## config.mk

```make
export PLATFORM = sky130hd
export DESIGN_NAME = otter_mem_arbiter
export DESIGN_NICKNAME = d
export VERILOG_FILES = /design/src/rtl/otter_mem_arbiter.sv
export SDC_FILE = /design/constraint.sdc
export NUM_CORES = 1
export LEC_CHECK = 0
export CELL_PAD_IN_SITES_DETAIL_PLACEMENT = 1
export CELL_PAD_IN_SITES_GLOBAL_PLACEMENT = 2
export CORE_MARGIN = 5
export CORE_UTILIZATION = 23
export CTS_CLUSTER_SIZE = 20
export DETAILED_ROUTE_END_ITERATION = 8
export GPL_ROUTABILITY_DRIVEN = 0
export GPL_TIMING_DRIVEN = 1
export HOLD_SLACK_MARGIN = 0.08
export PLACE_DENSITY = 0.8
export SYNTH_ARGS = -nofsm -noshare
export SYNTH_HDL_FRONTEND = slang
export SYNTH_SLANG_ARGS = --single-unit
```

## constraint.sdc

```tcl
create_clock -name clk -period 2.6 [get_ports clk]
set_input_delay 0.52 -clock clk [delete_from_list [all_inputs] [get_ports clk]]
set_output_delay 0.52 -clock clk [all_outputs]
set_load 0.02 [all_outputs]
```

## src/rtl/otter_mem_arbiter.sv

```systemverilog
// rtl/otter_mem_arbiter.sv - shares one word-wide memory port between I-cache refill and D-cache miss service
// Optional OTTER_ARB_RR_EN selects round-robin arbitration; default build gives the D-cache fixed priority.
module otter_mem_arbiter #(
  parameter int IC_WORDS = 8,
  parameter int DC_WORDS = 4,
  parameter int ADDR_W   = 32
) (
  input  logic              clk,
  input  logic              rst_n,
  input  logic              ic_req,
  input  logic [ADDR_W-1:0] ic_addr,
  output logic [31:0]       ic_rdata,
  output logic              ic_rvalid,
  output logic              ic_done,
  input  logic              dc_req,
  input  logic              dc_wb,
  input  logic [ADDR_W-1:0] dc_wb_addr,
  input  logic [ADDR_W-1:0] dc_addr,
  input  logic [31:0]       dc_wdata,
  output logic              dc_wready,
  output logic [31:0]       dc_rdata,
  output logic              dc_rvalid,
  output logic              dc_done,
  output logic              m_req,
  output logic              m_we,
  output logic [ADDR_W-1:0] m_addr,
  output logic [31:0]       m_wdata,
  input  logic              m_ack,
  input  logic [31:0]       m_rdata,
  output logic              stall
);

  localparam int MAX_WORDS = (IC_WORDS > DC_WORDS) ? IC_WORDS : DC_WORDS;
  localparam int CNT_W     = (MAX_WORDS > 1) ? $clog2(MAX_WORDS) : 1;
  localparam int IC_OFF    = $clog2(IC_WORDS) + 2;
  localparam int DC_OFF    = $clog2(DC_WORDS) + 2;

  localparam logic [CNT_W-1:0]  IC_LAST = CNT_W'(IC_WORDS - 1);
  localparam logic [CNT_W-1:0]  DC_LAST = CNT_W'(DC_WORDS - 1);
  localparam logic [ADDR_W-1:0] IC_MASK = ~((ADDR_W'(1) << IC_OFF) - ADDR_W'(1));
  localparam logic [ADDR_W-1:0] DC_MASK = ~((ADDR_W'(1) << DC_OFF) - ADDR_W'(1));

  typedef enum logic [2:0] {
    IDLE,
    IC_RD,
    DC_WB,
    DC_RD,
    DONE
  } state_t;

  state_t            state;
  state_t            state_nxt;
  logic [CNT_W-1:0]  cnt;
  logic [ADDR_W-1:0] base_addr;
  logic [ADDR_W-1:0] miss_addr;
  logic              owner_dc;
  logic [ADDR_W-1:0] beat_addr;

  logic grant;
  logic dc_pick;
  logic beat_ack;
  logic last_beat;

`ifdef OTTER_ARB_RR_EN
  // Remembers who won the previous grant so a simultaneous request goes to the other side.
  logic last_dc;

  always_ff @(posedge clk or negedge rst_n) begin
    if (!rst_n) begin
      last_dc <= 1'b0;
    end else if (grant) begin
      last_dc <= dc_pick;
    end
  end

  assign dc_pick = dc_req & (~ic_req | ~last_dc);
`else
  assign dc_pick = dc_req;
`endif

  assign beat_addr = base_addr + (ADDR_W'(cnt) << 2);
  assign stall     = (state != IDLE) | ic_req | dc_req;

  always_ff @(posedge clk or negedge rst_n) begin
    if (!rst_n) begin
      state <= IDLE;
    end else begin
      state <= state_nxt;
    end
  end

  always_comb begin
    state_nxt = state;
    grant     = 1'b0;
    beat_ack  = 1'b0;
    last_beat = 1'b0;
    m_req     = 1'b0;
    m_we      = 1'b0;
    m_addr    = '0;
    m_wdata   = '0;
    dc_wready = 1'b0;
    ic_done   = 1'b0;
    dc_done   = 1'b0;
    case (state)
      IDLE: begin
        if (ic_req | dc_req) begin
          grant = 1'b1;
          if (dc_pick) begin
            state_nxt = dc_wb ? DC_WB : DC_RD;
          end else begin
            state_nxt = IC_RD;
          end
        end
      end
      IC_RD: begin
        m_req     = 1'b1;
        m_addr    = beat_addr;
        beat_ack  = m_ack;
        last_beat = (cnt == IC_LAST);
        if (m_ack && last_beat) begin
          state_nxt = DONE;
        end
      end
      DC_WB: begin
        m_req     = 1'b1;
        m_we      = 1'b1;
        m_addr    = beat_addr;
        m_wdata   = dc_wdata;
        dc_wready = m_ack;
        beat_ack  = m_ack;
        last_beat = (cnt == DC_LAST);
        if (m_ack && last_beat) begin
          state_nxt = DC_RD;
        end
      end
      DC_RD: begin
        m_req     = 1'b1;
        m_addr    = beat_addr;
        beat_ack  = m_ack;
        last_beat = (cnt == DC_LAST);
        if (m_ack && last_beat) begin
          state_nxt = DONE;
        end
      end
      DONE: begin
        ic_done   = ~owner_dc;
        dc_done   = owner_dc;
        state_nxt = IDLE;
      end
      default: begin
        state_nxt = IDLE;
      end
    endcase
  end

  // Line bookkeeping and registered read return; read data lands one cycle after each ack.
  always_ff @(posedge clk or negedge rst_n) begin
    if (!rst_n) begin
      cnt       <= '0;
      base_addr <= '0;
      miss_addr <= '0;
      owner_dc  <= 1'b0;
      ic_rdata  <= '0;
      ic_rvalid <= 1'b0;
      dc_rdata  <= '0;
      dc_rvalid <= 1'b0;
    end else begin
      ic_rvalid <= 1'b0;
      dc_rvalid <= 1'b0;
      if (grant) begin
        cnt      <= '0;
        owner_dc <= dc_pick;
        if (dc_pick) begin
          base_addr <= dc_wb ? (dc_wb_addr & DC_MASK) : (dc_addr & DC_MASK);
          miss_addr <= dc_addr & DC_MASK;
        end else begin
          base_addr <= ic_addr & IC_MASK;
        end
      end
      if (beat_ack) begin
        cnt <= last_beat ? '0 : cnt + CNT_W'(1);
        if (state == DC_WB && last_beat) begin
          base_addr <= miss_addr;
        end
        if (state == IC_RD) begin
          ic_rdata  <= m_rdata;
          ic_rvalid <= 1'b1;
        end
        if (state == DC_RD) begin
          dc_rdata  <= m_rdata;
          dc_rvalid <= 1'b1;
        end
      end
    end
  end

endmodule

```

==> impl_results.md <==
* Ranking of synthesized cells by area: dfrtp_1, mux2_2, a21oi_1
* Layout Nets at 1195
* Avg Cell Area, Syn at 10.5 um2
* Critical path peak fanout at 5
* # rows at 63
* Post-synth EDFFs at 0
* First-pass GRT wire length at 43.7 mm
* Die W at 184 um
* Root Driver: clkbuf_16
* Peak supply drop at 0.000540 V
* Max Clock Skew at 0.0178 ns
* Largest net degree at the start of global routing at 61
* Largest area contributor in the netlist: dfrtp_1
* CTS Buf Count at 17
* Critical path's slowest cell: a2111o_1
* Met2 wire len at 14.0 mm
* Worst EP required at 2.08 ns
* Die Y at 184 um
* Worst setup EP type: output pin
* Syn nets at 834
* Post-route insts no fill at 1426
* Final WS setup at -0.678 ns
* DR iter-0 viols at 283
* Switching share of total power at 0.400
* Ports at 302
* RSZ-0062 raised after global routing: yes
* Initial antenna violation count at 4
* FFs w/ async S/R, synth at 1.00
* Violated checks: negative setup slack
* Post-Syn Area at 0.00696 mm2
* Max-Cap Viols at 0
* DR WL/cell at 20.3 um
* Yosys cell types at 52
* DR vias/cell at 4.64
* Cell-internal power at 7.88 mW
* # DRC at 0
* Worst-margin pin slew at 0.767 ns
* Ys flop type: dfrtp_1
* Mapped Cells at 661
* Area of the core at 0.0298 mm2
* Top layer in use: met5
* Total iterations of the first detailed-routing run at 4
* Die area at 0.0339 mm2
* Part of the power in registers at 0.278
* Hold path startpoint: dc_rdata[22]
* Critical path, cell by cell: ha_4, inv_2, fa_2, nand2b_4, a2111o_1, or4_4, a21oi_4, buf_6
* Crit path from: cnt[0]
* Clk pin slew, worst setup/hold paths at 0.06 ns
* Startpoint types: flip-flop
* Arrival @ worst endpoint at 2.76 ns
* Vias in the first global route at 7392
* Clock share of power at 0.181
* Initial Utilization at 0.234
* PwrDens at 1090 mW/mm2
* Design area at 0.0121 mm2
* Register area share after synthesis at 0.478
* Clock sinks at 133
* Slowest stage delay, CP at 0.49 ns
* Synthesis Warnings at 0
* Register bit total from synthesis at 133
* Slew Viols, Final at 0
* Endpoints failing setup at 26
* Placed Instance Area at 0.0110 mm2
* Final setup TNS at -9.69 ns
* Number of port buffers at 288
* Sw Pwr at 5.25 mW
* Layout cells sized above 1 at 0.322
* Leakage at 5.13 nW
* Period utilization at 1.26
* WL met3 at 3.27 mm
* Drt total wl at 28.9 mm
* Total power draw at 13.1 mW
* Clock Latency Late Sink at 0.42 ns
* GR Overflow Total at 0
* All-Layer GR Usage at 0.166
* CP Class: flip-flop to output pin
* Via count at 6615
* Layout area overhead at 73.6%
* R2R Path Start: state[0]
* DRT antenna net count at 0
* Hold Path Stages at 1
* Worst slew margin at 0.488
* Status: finished with violations
* Fmax at 305 MHz
* Reg2Reg Depth at 5
* Top-area cell type share of the netlist area at 0.478
* TritonCTS clock tree: built
* Routed length on met1 at 11.3 mm
* Combinational power share at 0.541
* Post-layout minimum cycle time at 3.28 ns
* Number of H-tree levels at 4
* Clock Path Buffers at 2
* Min-delay worst type: flip-flop to flip-flop
* DP HPWL at 21.4 mm
* Placed Cells at 1377
* Hold Vio Cnt, Final at 0
[path summary, 6_finish.rpt]
check | to | slack (ns)
worst min-delay path | dc_rdata[22] | 0.51
min in group asynchronous | miss_addr[26] | 0.63
worst max-delay path | m_addr[30] | -0.68
worst max register to register | base_addr[4] | 0.28
max in group asynchronous | base_addr[12] | 1.12
worst min register to register | dc_rdata[22] | 0.51
[kinds of logic after synthesis]
| group | share of synthesized area |
|---|---|
| mux | 0.192 |
| compound gates | 0.136 |
| buf+inv | 0.0343 |
| fa+ha+maj | 0.0137 |
| simple gates | 0.138 |
| flops | 0.478 |
| xor+xnor | 0.00755 |
[power groups by stage]
| stage | combinational (mW) | sequential, mW | clock (mW) |
|---|---|---|---|
| after CTS | 6.94 | 3.65 | 2.47 |
| after floorplan | 2.60 | 4.28 | 0 |
| after detailed placement | 6.79 | 3.66 | 0 |
| final | 7.11 | 3.65 | 2.37 |
| after global placement | 6.72 | 3.61 | 0 |
| after global routing | 7.62 | 3.79 | 2.57 |
[stage by stage]
stage | util | hold WS, ns | worst slack [ns]
2_1_floorplan | - | 0.224 | -0.0860
3_3_place_gp | 0.368 | 0.486 | -0.691
3_5_place_dp | 0.368 | 0.495 | -0.745
4_1_cts | 0.395 | 0.511 | -0.765
5_1_grt | 0.406 | 0.525 | -0.786
6_report | 0.406 | 0.508 | -0.678
[synthesized netlist by cell type, types with 4 or more instances]
library cell	n
a2111oi_0	27
a21o_1	4
a21oi_1	75
and2_1	35
and3_1	6
buf_2	10
clkbuf_1	35
dfrtp_1	133
ha_1	6
inv_1	13
mux2_2	94
mux2i_1	28
nand2_1	20
nand3_1	9
nand4_1	4
nor2_1	73
nor2b_1	4
o21ai_0	10
o31ai_1	9
or3_1	8
or4_1	8
xnor2_1	4
[final cells by class]
type                            instances  area [um2]
Antenna cell                            1        2.50
Clock buffer                           17         425
Timing Repair Buffer                  389        3750
Tap cell                              390         488
Inverter                               13        48.8
Sequential cell                       133        3330
Multi-Input combinational cell        468        3910
Fill cell                            3270       17700
Clock inverter                         15         131
[critical path: cells and delay by family, from the launching register on]
| kind | cells | cell delay [ns] |
|---|---|---|
| AOI/OAI and AO/OA | 2 | 0.65 |
| adders and majority gates | 2 | 0.51 |
| buffers and inverters | 2 | 0.16 |
| DFF | 1 | 0.41 |
| and+or+nand+nor | 2 | 0.62 |
[cells in the final DEF, fill, tap and decap left out, types with 19 or more instances in the layout]
cell and n:
a21oi_1 55, mux2_2 94, buf_6 37, buf_4 85, a2111oi_0 27, mux2i_1 27
clkdlybuf4s50_1 215, dlygate4sd2_1 38, dfrtp_1 132, and2_1 35, nand2_1 19, nor2_1 68
[per-layer routing]
metal | vias to the layer above | track usage
met4 | 8 | 0.0302
met1 | 3218 | 0.190
met3 | 28 | 0.0880
li1 | 3127 | -
met5 | - | 0
met2 | 234 | 0.281
[flip-flops by register name, summed over array words and instances, names as in the netlist]
name	count
dc_rvalid	1
cnt	3
state	3
ic_rdata	32
dc_rdata	32
owner_dc	1
ic_rvalid	1
base_addr	32
miss_addr	28
[repair_timing]
item,in CTS,in global routing
setup buffers,10,7
gates resized for setup,232,57
endpoints found under the setup margin,67,32
hold buffers,1,0
hold endpoints to repair,30,0
pin swaps,23,24
gates cloned,1,0
Power figures use the tool's default switching activity.
